===== src/rtl/byte_word_packer.sv =====
// rtl/byte_word_packer.sv - packs bytes into 32-bit LE words, buffers them in a FWFT FIFO
// Optional idle auto-flush of a partial word is enabled by defining PACK_TIMEOUT_FLUSH_EN.
module byte_word_packer #(
  parameter int FIFO_DEPTH     = 8,
  parameter int TIMEOUT_CYCLES = 64
) (
  input  logic                         clk,
  input  logic                         rst_n,
  input  logic                         en_in,
  input  logic [7:0]                   din,
  input  logic                         flush,
  output logic                         word_valid,
  input  logic                         word_ready,
  output logic [31:0]                  word_data,
  output logic [2:0]                   word_bytes,
  output logic [$clog2(FIFO_DEPTH):0]  level,
  output logic                         overflow
);
  localparam int AW = $clog2(FIFO_DEPTH);
  localparam logic [AW:0] DEPTH_L = FIFO_DEPTH[AW:0];

  if (FIFO_DEPTH < 2 || (FIFO_DEPTH & (FIFO_DEPTH - 1)) != 0 || TIMEOUT_CYCLES < 1) begin : g_param_check
    $error("byte_word_packer: FIFO_DEPTH must be a power of two >= 2, TIMEOUT_CYCLES >= 1");
  end

  logic [1:0]  cnt;
  logic [31:0] shreg;
  logic [31:0] word_next;
  logic        full_word;
  logic        flush_eff;
  logic        push_req;
  logic [2:0]  push_bytes;
  logic        push_q;
  logic [31:0] push_data_q;
  logic [2:0]  push_bytes_q;

`ifdef PACK_TIMEOUT_FLUSH_EN
  localparam int TW = $clog2(TIMEOUT_CYCLES + 1);
  logic [TW-1:0] idle_cnt;
  logic          tmo_flush;

  // Fires on the TIMEOUT_CYCLES-th consecutive idle cycle with a partial word held.
  assign tmo_flush = !en_in && (cnt != 2'd0) && (idle_cnt == TW'(TIMEOUT_CYCLES - 1));
  assign flush_eff = flush | tmo_flush;

  always_ff @(posedge clk) begin
    if (!rst_n || en_in || cnt == 2'd0 || tmo_flush) begin
      idle_cnt <= '0;
    end else begin
      idle_cnt <= idle_cnt + 1'b1;
    end
  end
`else
  assign flush_eff = flush;
`endif

  always_comb begin
    word_next = shreg;
    if (en_in) begin
      word_next[{cnt, 3'b000} +: 8] = din;
    end
    full_word  = en_in && (cnt == 2'd3);
    push_req   = full_word || (flush_eff && ((cnt != 2'd0) || en_in));
    push_bytes = full_word ? 3'd4 : ({1'b0, cnt} + {2'b00, en_in});
  end

  // Completed words are staged one cycle before entering the FIFO.
  always_ff @(posedge clk) begin
    if (!rst_n) begin
      cnt          <= '0;
      shreg        <= '0;
      push_q       <= 1'b0;
      push_data_q  <= '0;
      push_bytes_q <= '0;
    end else begin
      push_q <= push_req;
      if (push_req) begin
        push_data_q  <= word_next;
        push_bytes_q <= push_bytes;
        cnt          <= '0;
        shreg        <= '0;
      end else begin
        shreg <= word_next;
        if (en_in) begin
          cnt <= cnt + 2'd1;
        end
      end
    end
  end

  logic [31:0] mem_data  [FIFO_DEPTH];
  logic [2:0]  mem_bytes [FIFO_DEPTH];
  logic [AW:0] wr_ptr;
  logic [AW:0] rd_ptr;
  logic        full;
  logic        pop;
  logic        wr_en;

  assign level      = wr_ptr - rd_ptr;
  assign full       = (level == DEPTH_L);
  assign word_valid = (level != '0);
  assign pop        = word_valid && word_ready;
  // A pop in the same cycle frees the slot, so a push into a full FIFO still lands.
  assign wr_en      = push_q && (!full || pop);
  assign word_data  = mem_data[rd_ptr[AW-1:0]];
  assign word_bytes = mem_bytes[rd_ptr[AW-1:0]];

  always_ff @(posedge clk) begin
    if (!rst_n) begin
      wr_ptr   <= '0;
      rd_ptr   <= '0;
      overflow <= 1'b0;
      for (int i = 0; i < FIFO_DEPTH; i++) begin
        mem_data[i]  <= '0;
        mem_bytes[i] <= '0;
      end
    end else begin
      if (wr_en) begin
        mem_data[wr_ptr[AW-1:0]]  <= push_data_q;
        mem_bytes[wr_ptr[AW-1:0]] <= push_bytes_q;
        wr_ptr                    <= wr_ptr + 1'b1;
      end
      if (pop) begin
        rd_ptr <= rd_ptr + 1'b1;
      end
      if (push_q && !wr_en) begin
        overflow <= 1'b1;
      end
    end
  end
endmodule


===== config.mk =====
export PLATFORM = sky130hd
export DESIGN_NAME = byte_word_packer
export DESIGN_NICKNAME = d
export VERILOG_FILES = /design/src/rtl/byte_word_packer.sv
export SDC_FILE = /design/constraint.sdc
export NUM_CORES = 1
export LEC_CHECK = 0
export CAP_MARGIN = 20
export CORE_MARGIN = 3
export CORE_UTILIZATION = 45
export CTS_CLUSTER_SIZE = 28
export DETAILED_ROUTE_END_ITERATION = 6
export PLACE_DENSITY_LB_ADDON = 0.12
export SYNTH_ARGS = -nofsm -noshare
export SYNTH_HDL_FRONTEND = slang
export SYNTH_SLANG_ARGS = --single-unit

===== constraint.sdc =====
create_clock -name clk -period 4.2 [get_ports clk]
set_clock_uncertainty 0.05 [all_clocks]
set_input_delay 0.84 -clock clk [delete_from_list [all_inputs] [get_ports clk]]
set_output_delay 0.84 -clock clk [all_outputs]
set_load 0.01 [all_outputs]

* Word level (Yosys, flattened, before mapping) *
Memories as Yosys holds them, arrays and structs flattened. A register that Yosys moved wholly into a read port is not among the register bits.
Cells that the tools add are included.

storage, ports and cells
  memories kept = 2
  RAM bits = 280
  register bits = 79
  output and inout port bits = 41
  logic and storage cells = 53

memory list
  memory     depth  bits a word  read ports  clocked after Yosys merged registers in  wr ports  RTL line  source
  mem_data   8      32           1           1                                        8         91        logic [31:0] mem_data [FIFO_DEPTH];
  mem_bytes  8      3            1           1                                        8         92        logic [2:0] mem_bytes [FIFO_DEPTH];

cells by class
  shift operators = 2
  reduce and logical (&&, ||, !) cells = 15
  eq/ne operators = 2
  bitwise operators = 1
  mux-type cells = 17
  add/sub/neg operators = 6

operators by type and width
  kind                      count
  $mux W32                  2
  $bwmux W32                1
  $reduce_or A32 Y1         1
  $shift A8 B7 Y32 const A  1
  $shiftx A8 B7 Y32         1
  $mux W3                   8
  $add A4 B1 Y4 const B     2
  $neg A5 Y7                1
  $mux W1                   6
  $logic_and A1 B1 Y1       5
  $eq A4 B4 Y1 const B      1
  $reduce_bool A4 Y1        1
  $sub A4 B4 Y4             1
  $add A2 B1 Y3             1
  $logic_or A1 B1 Y1        3
  $reduce_or A3 Y1          1
  $add A2 B1 Y2 const B     1
  $eq A2 B2 Y1 const B      1
  $logic_not A1 Y1          2
  $reduce_bool A2 Y1        1
  $reduce_or A2 Y1          1
  $not A1 Y1                1

* Depth between registers and ports, before layout *
Gate-level depths: netlist of run 1.

  word-level depth = 10
  depth in mapped cells = 10
  mapped depth without buffers = 8

* Least setup slack after synthesis of run 1 *
OpenSTA, ideal clock, no wires.

  path kind = reg2reg
  start point = register wr_ptr[0]
  end point = memory mem_bytes[7][0], enable pin
  setup time = 476 ps
  buffers on the path = 0
  slack = -262 ps
  required time = 3674 ps
  stages on the path, launching flop included = 8
  arrival time = 3936 ps
  clock period less this slack = 4462 ps
  path through = dfxtp_1 -> inv_1 -> ha_1 -> fa_1 -> xor2_1 -> nand3_2 -> a211oi_4 -> o21ai_0

RTL lines
  what                    RTL line  source
  start, declared         93        logic [AW:0] wr_ptr;
  start signal, assigned  121       wr_ptr <= wr_ptr + 1'b1;
  end, declared           92

* Worst setup path in the final report of run 1 *
  start point = register wr_ptr[0]
  end point = output port word_valid

between the ends
  word-level cells in the longest chain between the ends = 2

RTL lines
  what                RTL line  source
  $sub A4 B4 Y4       99        assign level = wr_ptr - rd_ptr;
  $reduce_bool A4 Y1  101       assign word_valid = (level != '0);
  end, declared       12        output logic word_valid,

Every way passes these cells.

==> results of run 1 <==
cells in the mapped netlist (17+ instances only):
cell type,number
mux2_2,35
edfxtp_1,280
o21ai_1,17
dfxtp_1,82
nand2_1,115
mux4_2,70
o21ai_0,29
nor2_1,313
a22oi_1,32
buf_6,28
clkbuf_1,34
state kept, by name, summed over array words and instances (netlist names), named ones only:
register      flops
mem_data        256
shreg            32
mem_bytes        24
wr_ptr            4
overflow          1
push_bytes_q      3
cnt               2
push_q            1
rd_ptr            4
push_data_q      32
area by class of cell:
type	count	area [um^2]	share of cell area [%]
clock buffers	57	1180	6.73
clock inverters	12	61.3	0.349
inverters	12	45.0	0.257
multi-input cells	683	4810	27.4
flip-flops and latches	362	10100	57.3
well taps	442	553	3.15
repair buffers	88	843	4.80
kinds of logic after synthesis:
kind of cell | count (synthesis)
AO/OA/AOI/OAI | 93
XOR/XNOR | 4
adder cells (fa/ha/maj) | 13
buffers and inverters | 88
flip-flops | 362
multiplexers | 107
AND/OR/NAND/NOR | 466
power breakdown:
group | internal (W) | switching [W] | total, W
registers | 0.00399 | 0.0000985 | 0.00409
logic | 0.000996 | 0.000910 | 0.00191
clock network | 0.00195 | 0.00134 | 0.00329
total | 0.00694 | 0.00234 | 0.00928
worst register-to-register path, cell delays in order, from the launching register on:
cell and delay [ns]:
dfxtp_1 0.46, inv_1 0.12, ha_1 0.23, fa_1 0.37, xor2_1 0.28, nand3_2 0.17, a211oi_4 0.40, or3_2 0.28
buf_4 0.41, nor2_1 0.14
metrics by stage:
stage,setup WS (ns),total power (W),std cells,hold WS (ns)
6_report,0.492,0.00928,1656,0.421
3_5_place_dp,1.01,0.00612,1587,0.411
4_1_cts,0.446,0.00940,1656,0.419
2_1_floorplan,0.211,0.00541,1133,0.393
5_1_grt,0.299,0.00968,1656,0.453
3_3_place_gp,1.09,0.00610,1587,0.409
path summary, 6_finish.rpt:
check	startpoint	slack, ns	endpoint
setup reg to reg	wr_ptr[0]	1.02	mem_data[0][18]
hold reg to reg	push_data_q[14]	0.42	push_data_q[14]
setup / recovery	wr_ptr[0]	0.49	word_valid
hold / removal	push_data_q[14]	0.42	push_data_q[14]
routing by layer:
layer / vias to the layer above / track usage [%] / share of wire (%)
met1: 4667 / 28.9 / 46
met4: 0 / 3.87 / 1.2
met2: 220 / 32.5 / 48
met3: 31 / 2.85 / 5.0
li1: 4186 / - / -
met5: - / 0 / 0
==> out/metrics.csv, run 1 <==
stage;metric;value;unit
place;gp_congestion;0.763;
worst_setup_path;cp_cell_sequence;inv_1 > ha_1 > fa_1 > xor2_1 > and3_1 > nand3_1 > clkdlybuf4s50_1;
timing;setup_viol;0;
timing;tns;0;ns
timing;final-hold-violation-count;0;
worst_setup_path;cp_slowest_cell;clkdlybuf4s50_1;
clock_network;clock_latency;0.52;ns
final_layout;diodes;0;
drt;dr_total_vias;9104;
drt;wirelength;34700;um
worst_setup_path;crit_buf_inv;2;
timing;worstMarginPinSlew;0.743;ns
floorplanning;initial_core_util;46.4;%
place;dpl_cell_area;16300;um^2
power_and_ir_drop;ir_drop;555;uV
final_layout;final_core_util;53.1;%
drt;vias_per_cell;5.50;
synthesis;synth_top_family_by_area;multiplexers;
clock_network;cts_hold_buf;0;
power_and_ir_drop;power_density;529;nW/um^2
synthesis;synth_area_leaders;edfxtp_1 (55%), dfxtp_1 (11%), mux4_2 (10%), nor2_1 (7.7%), nand2_1 (2.8%);
global_routing;grt_pass1_vias;9377;
synthesis;synth_top_area_share;54.9;%
synthesis;synth_nets;1159;
floorplanning;ioPinCount;54;
synthesis;ys_ff_latch;362;
timing;drv_slew;0;
synthesis;synth_xor_area_share;0.229;%
clock_network;h-tree-depth;2;
final_layout;final_common_cell;nor2_1;
worst_setup_path;startpoint_type;flop;
run;cap_violations;0;
clock_network;cts_root_buf;clkbuf_16;
clock_network;clock_path_buffers;3;
worst_setup_path;path_delay_family;buffers and inverters;
worst_setup_path;required;3.31;ns
global_routing;grtUsageTotal;19.9;%
synthesis;ys_warn_count;0;
synthesis;synth-edff-count;280;
place;io_buffer_count;53;
synthesis;syn_area;15300;um^2
worst_setup_path;cp.depth;7;
final_layout;fill_cells;2876;
worst_setup_path;crit_type;flop to output port;
synthesis;synthAdderAreaFrac;1.11;%
outcome;status;finished, final reports clean;
worst_setup_path;cp.arrival;2.82;ns
clock_network;cts.sink_count;362;
drt;drc;0;
timing;period_minus_slack;3.71;ns
clock_network;numCtsBuffers;39;
clock_network;cts_setup_buffers;0;
floorplanning;core_region_area;33000;um^2
floorplanning;die_x;191;um
synthesis;async_reset_ff_share;0;%
min_path;hold_path.class;flop to flop;
global_routing;antenna_found_initial;0;
clock_network;tritoncts;done;
worst_setup_path;crit_path_end_kind;output port;
synthesis;syn_avg_cell_area;13.5;um^2
synthesis;syn_inst;1133;
timing;finalCritPeriodShare;88.3;%
drt;drt-initial-drc-count;784;
drt;drt_pre_antenna_iters;5;
floorplanning;die_y;191;um
power_and_ir_drop;p_leak;5.94;nW
final_layout;final_cell_mix;nor2_1 (313), edfxtp_1 (280), nand2_1 (115), dfxtp_1 (79), mux4_2 (70);
global_routing;grt_pass1_wl;54700;um
drt;wire_per_inst;21.0;um
timing;max_slew_margin;50.1;%
synthesis;synthSimpleGateAreaFrac;12.5;%
synthesis;synthDistinctLibCells;48;
synthesis;synth_top_flop_cell;edfxtp_1;
final_layout;design_area;17600;um^2
final_layout;syn_to_final_growth;14.5;%
global_routing;grt-ovfl-total;0;
floorplanning;row_count;66;
synthesis;synth-seq-area-share;65.6;%
min_path;min_path_cells;2;
drt;route.antenna.remaining_nets;0;
timing;rsz0062_at_grt;no;
synthesis;synth_compound_area_share;3.90;%
clock_network;clk_pin_slew;0.06;ns
timing;fmax;270;MHz
worst_setup_path;reg2regPathDepth;9;
floorplanning;dieArea;36300;um^2
worst_setup_path;critPathMaxStageDelay;0.48;ns
place;dp_hpwl;20600;um
worst_setup_path;crit_fanout;8;
clock_network;cts_resized;0;
final_layout;drive_above_1_share;18.8;%
final_layout;nNetsFinal;1212;
synthesis;synth_top_area_cell;edfxtp_1;
global_routing;grt_max_degree;45;
synthesis;muxShareOfSynthArea;13.0;%
Note: power is estimated with default switching activity, not from simulation.
==> run 2, diff against run 1 <==
--- a/config.mk
+++ b/config.mk
@@ -10,7 +10,8 @@
 export CORE_UTILIZATION = 45
 export CTS_CLUSTER_SIZE = 28
 export DETAILED_ROUTE_END_ITERATION = 6
-export PLACE_DENSITY_LB_ADDON = 0.12
+export PLACE_DENSITY = 0.74
 export SYNTH_ARGS = -nofsm -noshare
 export SYNTH_HDL_FRONTEND = slang
 export SYNTH_SLANG_ARGS = --single-unit
+export TNS_END_PERCENT = 5
==> out/metrics.csv, run 2 (synthesis results as in run 1) <==
stage;metric;value;unit;change
clock_network;numCtsBuffers;37;;was 39
drt;dr_total_vias;9223;;was 9104
worst_setup_path;crit_start;wr_ptr[0];;unchanged
clock_network;h-tree-depth;2;;unchanged
global_routing;antenna_found_initial;3;;was 0
final_layout;multi_input_area;4810;um^2;unchanged
min_path;hold_path.class;flop to flop;;unchanged
final_layout;top_register;mem_data;;unchanged
global_routing;grt-ovfl-total;0;;unchanged
final_layout;design_area;17500;um^2;was 17600 um^2
global_routing;grt_max_degree;71;;was 45
timing;period_minus_slack;3.66;ns;was 3.71 ns
worst_setup_path;reg2regPathDepth;9;;unchanged
worst_setup_path;cp.arrival;2.77;ns;was 2.82 ns
place;dp_hpwl;20800;um;was 20600 um
floorplanning;die_x;191;um;unchanged
clock_network;tritoncts;done;;unchanged
clock_network;clock_latency;0.52;ns;about the same
global_routing;grtUsageTotal;19.4;%;was 19.9%
clock_network;clk_pin_slew;0.06;ns;about the same
drt;vias_per_cell;5.59;;was 5.50
drt;wirelength;34300;um;was 34700 um
clock_network;cts_setup_buffers;0;;unchanged
floorplanning;dieArea;36300;um^2;unchanged
final_layout;drive_above_1_share;18.1;%;was 18.8%
final_layout;fill_cells;2701;;was 2876
global_routing;grt_pass1_wl;54100;um;was 54700 um
worst_setup_path;crit_path_end_kind;output port;;unchanged
timing;worstMarginPinSlew;0.862;ns;was 0.743 ns
worst_setup_path;r2r_end;mem_data[0][3];;was mem_data[0][18]
clock_network;clock_path_buffers;3;;unchanged
drt;drt-initial-drc-count;1024;;was 784
worst_setup_path;crit_fanout;8;;unchanged
place;dpl_cell_area;16300;um^2;about the same
final_layout;final_cell_mix;nor2_1 (313), edfxtp_1 (280), nand2_1 (115), dfxtp_1 (79), mux4_2 (70);;unchanged
timing;hold-worst-slack;0.432;ns;was 0.421 ns
timing;max_slew_margin;42.5;%;was 50.1%
power_and_ir_drop;ir_drop;381;uV;was 555 uV
timing;drv_slew;0;;unchanged
drt;route.antenna.remaining_nets;0;;unchanged
clock_network;cts_resized;0;;unchanged
timing;tns;0;ns;unchanged
floorplanning;core_region_area;33000;um^2;unchanged
worst_setup_path;r2r_slack;0.66;ns;was 1.02 ns
clock_network;cts_hold_buf;0;;unchanged
final_layout;nNetsFinal;1203;;was 1212
clock_network;cts.sink_count;362;;unchanged
power_and_ir_drop;power_density;525;nW/um^2;was 529 nW/um^2
final_layout;final-seq-area;10100;um^2;about the same
final_layout;syn_to_final_growth;14.3;%;was 14.5%
final_layout;final_core_util;53.0;%;was 53.1%
worst_setup_path;r2r-start;wr_ptr[0];;unchanged
global_routing;grt_pass1_vias;9550;;was 9377
run;cap_violations;0;;unchanged
final_layout;largest_reg_flops;256;;unchanged
worst_setup_path;required;3.31;ns;about the same
place;io_buffer_count;53;;unchanged
timing;final-hold-violation-count;0;;unchanged
final_layout;final_common_cell;nor2_1;;unchanged
timing;rsz0062_at_grt;no;;unchanged
floorplanning;die_y;191;um;unchanged
floorplanning;ioPinCount;54;;unchanged
worst_setup_path;startpoint_type;flop;;unchanged
floorplanning;initial_core_util;46.4;%;unchanged
timing;finalCritPeriodShare;87.2;%;was 88.3%
final_layout;top_regs;mem_data (256), push_data_q (32), shreg (32);;unchanged
drt;drc;0;;unchanged
floorplanning;row_count;66;;unchanged
drt;wire_per_inst;20.8;um;was 21.0 um
clock_network;cts_root_buf;clkbuf_16;;unchanged
drt;drt_pre_antenna_iters;5;;unchanged
worst_setup_path;crit_type;flop to output port;;unchanged
power_and_ir_drop;p_leak;5.91;nW;was 5.94 nW
worst_setup_path;critPathCapture;word_valid;;unchanged
outcome;status;finished, final reports clean;;unchanged
timing;fmax;273;MHz;was 270 MHz
place;gp_congestion;0.842;;was 0.763
timing;setup_viol;0;;unchanged
run 2: final cells by class:
type | count | share of cell area, %
diodes | 1 | 0.0143
clock buffers | 58 | 6.56
clock inverters | 10 | 0.307
inverters | 12 | 0.257
multi-input cells | 683 | 27.4
flip-flops and latches | 362 | 57.4
well taps | 442 | 3.16
repair buffers | 81 | 4.87
run 2: report_power, final:
group	total (W)	internal [W]	switching (W)
sequential	0.00405	0.00399	0.0000629
clock	0.00319	0.00188	0.00131
combinational	0.00196	0.000998	0.000959
total	0.00920	0.00687	0.00233
run 2: critical path: stages, from the launching register on:
cell and delay, ns:
dfxtp_1 0.45, inv_1 0.11, ha_1 0.23, fa_1 0.37, xor2_1 0.25, and3_1 0.27
nand3_1 0.09, clkdlybuf4s50_1 0.48
run 2: worst min-delay path by stage:
stage | startpoint | endpoint | slack (ns) | cells after the start
floorplan | push_data_q[9] | push_data_q[9] | 0.39 | 2
global placement | push_data_q[5] | push_data_q[5] | 0.41 | 2
detailed placement | push_data_q[13] | push_data_q[13] | 0.41 | 2
CTS | push_data_q[25] | push_data_q[25] | 0.43 | 2
global route | push_data_q[25] | push_data_q[25] | 0.45 | 2
finish | push_data_q[25] | push_data_q[25] | 0.43 | 2
run 2: through the flow:
step	power, W	worst slack, ns	std cells
3_5_place_dp	0.00612	0.722	1580
4_1_cts	0.00929	0.529	1648
6_report	0.00920	0.538	1649
2_1_floorplan	0.00541	0.211	1133
5_1_grt	0.00957	0.387	1648
3_3_place_gp	0.00609	0.872	1580
run 2: layer usage:
layer | wire length (um) | global-route usage [%]
met5 | 26 | 0
met4 | 694 | 5.11
met3 | 2750 | 4.14
met2 | 16700 | 32.0
met1 | 14100 | 26.4
